--- src/rtl/mii_rx_frame.sv ---
// ----------------------------------------------------------------------------
// mii_rx_frame
// Byte-level Ethernet receive framer. Sits behind the MII nibble-to-byte
// assembler, strips preamble/SFD, forwards DA..payload with the 4-byte FCS
// held back in a delay line, checks CRC-32 (residue method) and frame length,
// and reports per-frame status on a one-cycle end-of-frame pulse.
//
// Ports
//   mii_clk    in   receive clock (single clock domain)
//   reset      in   synchronous, active-high
//   in_en      in   frame-active level (RX_DV)
//   in_rdy     in   one-cycle strobe, in_data valid
//   in_data    in   [7:0] received byte, bit 0 first on the wire
//   out_valid  out  one-cycle strobe, out_data valid
//   out_data   out  [7:0] frame byte (FCS never forwarded)
//   out_sof    out  with out_valid on the first frame byte
//   out_eof    out  one-cycle end-of-frame strobe, status valid
//   frame_len  out  [15:0] DATA bytes minus 4, floored at 0
//   crc_err    out  CRC residue mismatch
//   len_err    out  length outside [MIN_LEN, MAX_LEN]
//   frame_ok   out  !crc_err && !len_err
// Status outputs hold until the next out_eof or reset.
// ----------------------------------------------------------------------------
module mii_rx_frame #(
   parameter int PRE_MIN = 1,
   parameter int MIN_LEN = 64,
   parameter int MAX_LEN = 1518
) (
   input  logic        mii_clk,
   input  logic        reset,
   input  logic        in_en,
   input  logic        in_rdy,
   input  logic [7:0]  in_data,
   output logic        out_valid,
   output logic [7:0]  out_data,
   output logic        out_sof,
   output logic        out_eof,
   output logic [15:0] frame_len,
   output logic        crc_err,
   output logic        len_err,
   output logic        frame_ok
);

   localparam logic [31:0] CRC_INIT    = 32'hFFFF_FFFF;
   localparam logic [31:0] CRC_POLY    = 32'hEDB8_8320;
   localparam logic [31:0] CRC_RESIDUE = 32'hDEBB_20E3;
   localparam logic [4:0]  PRE_MIN_W   = 5'(PRE_MIN);
   localparam logic [15:0] MIN_LEN_W   = 16'(MIN_LEN);
   localparam logic [15:0] MAX_LEN_W   = 16'(MAX_LEN);
   localparam logic [7:0]  BYTE_PRE    = 8'h55;
   localparam logic [7:0]  BYTE_SFD    = 8'hD5;

   // Reflected CRC-32 update over one byte, LSB first.
   function automatic logic [31:0] crc32_byte(input logic [31:0] crc,
                                              input logic [7:0]  data);
      logic [31:0] c;
      c = crc;
      for (int i = 0; i < 8; i++) begin
         if ((c[0] ^ data[i]) == 1'b1) begin
            c = (c >> 1) ^ CRC_POLY;
         end else begin
            c = c >> 1;
         end
      end
      return c;
   endfunction

   typedef enum logic [1:0] {
      ST_IDLE = 2'd0,
      ST_PRE  = 2'd1,
      ST_DATA = 2'd2,
      ST_DROP = 2'd3
   } state_t;

   state_t            state;
   state_t            state_nx;
   logic [3:0]        pre_cnt;
   logic [15:0]       byte_cnt;
   logic [31:0]       crc;
   logic [3:0][7:0]   dly;       // dly[0] newest, dly[3] is byte n-4
   logic              end_evt;
   logic              sfd_ok;
   logic              crc_bad;
   logic              len_bad;

   // The byte strobe lags RX_DV by a cycle, so a frame only ends once both are low.
   assign end_evt = (state != ST_IDLE) && !in_en && !in_rdy;
   assign sfd_ok  = ({1'b0, pre_cnt} >= PRE_MIN_W);
   assign crc_bad = (crc != CRC_RESIDUE);
   assign len_bad = (byte_cnt < MIN_LEN_W) || (byte_cnt > MAX_LEN_W);

   // State register.
   always_ff @(posedge mii_clk) begin
      if (reset) begin
         state <= ST_IDLE;
      end else begin
         state <= state_nx;
      end
   end

   // Next-state decode.
   always_comb begin
      state_nx = state;
      case (state)
         ST_IDLE: begin
            if (in_en) begin
               state_nx = ST_PRE;
            end else begin
               state_nx = ST_IDLE;
            end
         end
         ST_PRE: begin
            if (end_evt) begin
               state_nx = ST_IDLE;
            end else if (in_rdy) begin
               if (in_data == BYTE_PRE) begin
                  state_nx = ST_PRE;
               end else if ((in_data == BYTE_SFD) && sfd_ok) begin
                  state_nx = ST_DATA;
               end else begin
                  state_nx = ST_DROP;
               end
            end else begin
               state_nx = ST_PRE;
            end
         end
         ST_DATA: begin
            if (end_evt) begin
               state_nx = ST_IDLE;
            end else begin
               state_nx = ST_DATA;
            end
         end
         ST_DROP: begin
            if (end_evt) begin
               state_nx = ST_IDLE;
            end else begin
               state_nx = ST_DROP;
            end
         end
         default: begin
            state_nx = ST_IDLE;
         end
      endcase
   end

   // Counters, CRC, delay line and all registered outputs.
   always_ff @(posedge mii_clk) begin
      if (reset) begin
         pre_cnt   <= 4'd0;
         byte_cnt  <= 16'd0;
         crc       <= CRC_INIT;
         dly       <= '0;
         out_valid <= 1'b0;
         out_data  <= 8'd0;
         out_sof   <= 1'b0;
         out_eof   <= 1'b0;
         frame_len <= 16'd0;
         crc_err   <= 1'b0;
         len_err   <= 1'b0;
         frame_ok  <= 1'b0;
      end else begin
         out_valid <= 1'b0;
         out_sof   <= 1'b0;
         out_eof   <= 1'b0;
         case (state)
            ST_IDLE: begin
               if (in_en) begin
                  pre_cnt <= 4'd0;
               end
            end
            ST_PRE: begin
               if (in_rdy) begin
                  if (in_data == BYTE_PRE) begin
                     if (pre_cnt != 4'hF) begin
                        pre_cnt <= pre_cnt + 4'd1;
                     end
                  end else if ((in_data == BYTE_SFD) && sfd_ok) begin
                     crc      <= CRC_INIT;
                     byte_cnt <= 16'd0;
                  end
               end
            end
            ST_DATA: begin
               if (in_rdy) begin
                  crc <= crc32_byte(crc, in_data);
                  if (byte_cnt != 16'hFFFF) begin
                     byte_cnt <= byte_cnt + 16'd1;
                  end
                  dly <= {dly[2:0], in_data};
                  // Byte n-4 leaves the delay line as byte n arrives; the
                  // last four (the FCS) never do.
                  if (byte_cnt >= 16'd4) begin
                     out_valid <= 1'b1;
                     out_data  <= dly[3];
                     out_sof   <= (byte_cnt == 16'd4);
                  end
               end else if (end_evt) begin
                  out_eof   <= 1'b1;
                  frame_len <= (byte_cnt < 16'd4) ? 16'd0 : (byte_cnt - 16'd4);
                  crc_err   <= crc_bad;
                  len_err   <= len_bad;
                  frame_ok  <= !crc_bad && !len_bad;
               end
            end
            default: begin
            end
         endcase
      end
   end

endmodule

--- config.mk ---
export PLATFORM = sky130hd
export DESIGN_NAME = mii_rx_frame
export DESIGN_NICKNAME = d
export VERILOG_FILES = /design/src/rtl/mii_rx_frame.sv
export SDC_FILE = /design/constraint.sdc
export NUM_CORES = 1
export LEC_CHECK = 0
export CAP_MARGIN = 10
export CORE_UTILIZATION = 54
export CTS_BUF_LIST = sky130_fd_sc_hd__clkbuf_4 sky130_fd_sc_hd__clkbuf_8
export CTS_CLUSTER_SIZE = 28
export DETAILED_ROUTE_END_ITERATION = 10
export PLACE_DENSITY = 0.78
export SLEW_MARGIN = 20
export SYNTH_ARGS = -nofsm -noshare
export SYNTH_HDL_FRONTEND = slang
export SYNTH_SLANG_ARGS = --single-unit
--- constraint.sdc ---
create_clock -name mii_clk -period 2.2 [get_ports mii_clk]
set_input_delay 0.44 -clock mii_clk [delete_from_list [all_inputs] [get_ports mii_clk]]
set_output_delay 0.44 -clock mii_clk [all_outputs]
set_load 0.02 [all_outputs]
Yosys cells after proc, flatten, opt, wreduce, memory -nomap -nowiden --
Cells that the tools add are included. W data, S select, Z words.
Storage, ports and cells: bits of input ports 12, word-level logic and storage cells 138, register bits after elaboration 116, output and inout port bits 30
Cells by class: bitwise operators 19, equal/unequal tests 17, reduce and logical (&&, ||, !) cells 22, add/subtract/negate cells 3, $lt $le $gt $ge 5, multiplexer cells 56
Operator list (count):
- $mux W32 | 33
- $not A13 Y14 | 8
- $mux W16 | 6
- $pmux W32 S2 | 1
- $ne A32 B32 Y1 const B | 1
- $pmux W16 S2 | 1
- $add A16 B1 Y16 const B | 1
- $eq A16 B3 Y1 const B | 1
- $ge A16 B3 Y1 const B | 1
- $gt A16 B11 Y1 const B | 1
- $lt A16 B3 Y1 const B | 1
- $lt A16 B7 Y1 const B | 1
- $mux W4 | 4
- $ne A16 B16 Y1 const B | 1
- $ne A2 B2 Y1 const B | 8
- $sub A16 B3 Y16 const B | 1
- $mux W2 | 5
- $reduce_and A5 Y1 | 2
- $eq A8 B7 Y1 const B | 1
- $eq A8 B8 Y1 const B | 1
- $pmux W2 S4 | 1
- $pmux W4 S2 | 1
- $xor A1 B1 Y1 | 8
- $reduce_and A3 Y1 | 2
- 16 further kinds | 31

Depth between registers and ports, before layout --
word-level depth 39, gate-level depth with buffers 9, depth with buffers taken out 7

Worst setup path after synthesis --
Ideal clock, no wire load.
kind in2reg, from input port in_rdy, to register byte_cnt[13], stages 7, setup slack -0.029 ns, arrival 2.105 ns, data required time 2.077 ns, library setup time 0.123 ns, cells stage by stage clkbuf_1 > nand4b_1 > o41a_1 > buf_2 > nor4_4 > nand4_1 > mux2_1
On the way: longest elaborated chain between the ends 2, elaborated cells on any way between the ends 3
Ends and longest elaborated chain:
- start, declared | RTL line 32 | input logic in_rdy,
- $ne A2 B2 Y1 (no line)
- $reduce_and A6 Y1 (no line) (*)
- end signal, assigned | RTL line 188 | byte_cnt <= byte_cnt + 16'd1;
- end, declared | RTL line 78 | logic [15:0] byte_cnt;
Every way passes the cells marked *; elsewhere a longest branch is shown, timed or not. A chain may end at the register's enable or synchronous reset.

Final worst setup path --
from input port in_data[2], to register byte_cnt[13]
On the way: longest elaborated chain between the ends 4, elaborated cells on any way between the ends 6
Ends and longest elaborated chain:
- start, declared | RTL line 33 | input logic [7:0] in_data,
- $eq A8 B8 Y1 | RTL line 178 | end else if ((in_data == BYTE_SFD) && sfd_ok) begin
- $logic_and A1 B1 Y1 | RTL line 178
- $ne A2 B2 Y1 (no line)
- $reduce_and A6 Y1 (no line) (*)
Marks and branches as above.

==> results by group <==
Status
  – Status: finished clean

Power and ir drop
  – Comb pwr share: 14.0%
  – Internal Power: ~3.8 mW
  – Switching portion of total power: 24.5%
  – Seq pwr share: 43.0%
  – P_leak: about 2.7 nW
  – Peak supply drop: ~340 µV
  – Net Sw Power: 1.23 mW
  – Clock power frac: 43.0%
  – PwrDens: 716 mW/mm²

Timing
  – Slew headroom: 48.5%
  – Fin. max-slew vios: 0
  – Slew at the pin closest to its max-slew limit: 765 ps
  – Unrepaired setup endpoints after global routing: false
  – Fin worst setup slack: 57.4 ps
  – Final hold vios: 0
  – Clock period minus final worst setup slack: 2140 ps
  – Clk_skew: 11.6 ps
  – Achievable Freq: ~470 MHz
  – Setup TNS: 0 ps
  – Final period util: a little over nine tenths
  – Final setup fails: 0

Global route
  – Largest net degree at the start of global routing: 44
  – Tot GR Track Use: between 20% and 30%
  – GR Overflow Total: 0
  – Vias in the first global route: 4548
  – Antenna violations before repair: 0
  – First-pass GRT wire length: roughly 22000 µm

Layout
  – Layout cells sized above 1: 17.6%
  – Most common cell after layout, fill and taps aside: dfxtp_1
  – Ant diodes: 0
  – Util after Layout: between 70 and 80%
  – Commonest cells after routing, fill and taps aside: dfxtp_1 (115), nand2_1 (104), buf_4 (79)
  – Area Growth Syn to Fin: 28.2%
  – Fin nets: 760

Die
  – Die height: 103 µm
  – Core Region: 0.00977 mm²
  – Die X: 103 µm
  – Die ar.: around 0.011 mm²
  – # rows: 36
  – I/O pins: 42
  – Initial core utilization: 55.8%

Synth
  – Warnings, synthesis: 0
  – Post-synth EDFFs: 0
  – Sequential share of the synthesized area: 42.5%
  – Synth async-reset ratio: 0%
  – Syn Area/Cell: 8.49 µm²
  – Post-Syn Instances: roughly 640
  – Post-synthesis net count: 663
  – Ys flop type: dfxtp_1
  – Mapped Area: 0.00546 mm²
  – Yosys reg bits: 116
  – Unique masters post-synth: 55

Route
  – Drt wl/cell: between 15 and 20 µm
  – DRT antenna net count: 0
  – Routed WL: 13900 µm
  – DRC violations left: 0
  – Drt pass-1 iters: 5
  – Vias per inst: 5.56
  – Routed vias: 4915
  – Initial DRC Count: 445

Clocking
  – CTS Buf Count: 17
  – Max clock buf depth: 2
  – TritonCTS clock tree: done
  – Clk slew on worst S/H paths: 70 ps
  – CTS sink cnt: 116
  – Clk_lat worst skew: around 430 ps
  – Root Driver: clkbuf_8
  – H-tree lvl count: 4

Placement
  – HPWL after DPL: 9870 µm
  – RePlAce Congestion: 0.933
  – Place WS: -390 ps
  – Port Buf Inserts: 41

Worst setup path
  – CP arrival: 2450 ps
  – Worst path required time: 2510 ps
  – CP Max Fanout: 4
  – R2r setup slk: 100 ps
  – Crit end category: register
  – Setup crit start kind: input pin
  – Worst Setup Path Type: in -> reg

Hold path
  – Worst hold path class: in -> reg

Run
  – Max_cap viols: 0
==> cell usage after synthesis (2+ instances only) <==
cell,count,area (µm²)
dfxtp_1,116,2320
nand2_1,104,390
a21oi_1,69,345
xnor2_1,64,561
nor2_1,55,206
clkbuf_1,39,146
xor2_1,20,175
nand3_1,19,95.1
nor3_1,14,70.1
nand4_1,12,75.1
inv_1,10,37.5
o21ai_0,10,50.1
o22ai_1,10,62.6
mux2i_1,9,90.1
ha_1,8,100
nor4_1,8,50.1
a211oi_1,5,37.5
and4_1,5,43.8
nand3b_1,5,37.5
a22oi_1,4,30.0
and3_1,4,25.0
nand2b_1,4,25.0
a31o_2,3,26.3
buf_2,3,15.0
nand4b_1,3,26.3
nor4b_1,3,26.3
or3_1,3,18.8
xnor2_2,3,48.8
buf_1,2,7.51
o31a_1,2,17.5
o41ai_2,2,32.5
or4_1,2,15.0
==> stage by stage <==
stage / power, mW / cells / cell area, µm² / hold WS, ps
global placement: 2.86 / 849 / 6470 / 440
CTS: 5.01 / 879 / 6910 / 285
global route: 5.18 / 884 / 7000 / 291
floorplan: 2.61 / 643 / 5460 / 432
finish: 5.01 / 884 / 7000 / 318
detailed placement: 2.87 / 849 / 6470 / 446
==> registers in the layout, summed over array words and instances (netlist names), 2 cells and up <==
signal     flops
crc           32
byte_cnt      16
state          2
pre_cnt        4
frame_len     16
dly           32
out_data       8
==> power groups by stage <==
stage	Sequential [mW]	Clock, mW	Combinational, mW
finish	2.16	2.15	0.699
global route	2.16	2.28	0.741
CTS	2.16	2.17	0.682
detailed placement	2.20	0	0.669
global placement	2.20	0	0.659
floorplan	2.19	0	0.418
==> cell type report <==
type | count | area [µm²]
Tap cell | 133 | 166
Inverter | 10 | 37.5
Sequential cell | 116 | 2320
Clock buffer | 20 | 275
Timing Repair Buffer | 122 | 1060
Clock inverter | 10 | 155
Fill cell | 710 | 2780
Multi-Input combinational cell | 473 | 2980
==> per-layer routing <==
| layer | routed length [µm] | GRT usage [%] | vias to the layer above |
|---|---|---|---|
| met4 | 272 | 12.0 | 0 |
| met3 | 823 | 6.17 | 22 |
| li1 | - | - | 2390 |
| met1 | 6320 | 35.9 | 2336 |
| met5 | 0 | 0 | - |
| met2 | 6530 | 43.4 | 167 |
==> critical path, stage by stage <==
cell             delay, ps
clkdlybuf4s50_1        520
nand3b_1               150
o41a_1                 530
nor4_4                 330
nand4_1                160
mux2_4                 330
==> cells by family (layout without fill, tap and decap cells) <==
group | count (synthesis) | count (layout) | share of synthesized area [%]
compound gates | 116 | 116 | 12.7
fa+ha+maj | 8 | 8 | 1.83
xor+xnor | 89 | 89 | 15.1
buf+inv | 54 | 162 | 3.78
simple gates | 250 | 250 | 22.2
mux | 10 | 10 | 1.86
flops | 116 | 116 | 42.5
==> what timing repair did <==
item,4_1_cts,5_1_grt
endpoints found under the setup margin,21,18
resized for setup,1,13
pin swaps,1,4
setup buffers,0,5
hold buffers,0,0
==> final timing paths <==
path / cells after the start / from / end
hold / removal: 2 / reset / dly[7]$_SDFFE_PP0P_
setup / recovery: 6 / in_data[2] / byte_cnt[13]$_SDFFE_PP0P_
setup reg to reg: 7 / pre_cnt[0]$_SDFFE_PP0P_ / byte_cnt[13]$_SDFFE_PP0P_
hold reg to reg: 2 / dly[10]$_SDFFE_PP0P_ / dly[18]$_SDFFE_PP0P_
Power figures use the tool's default switching activity.
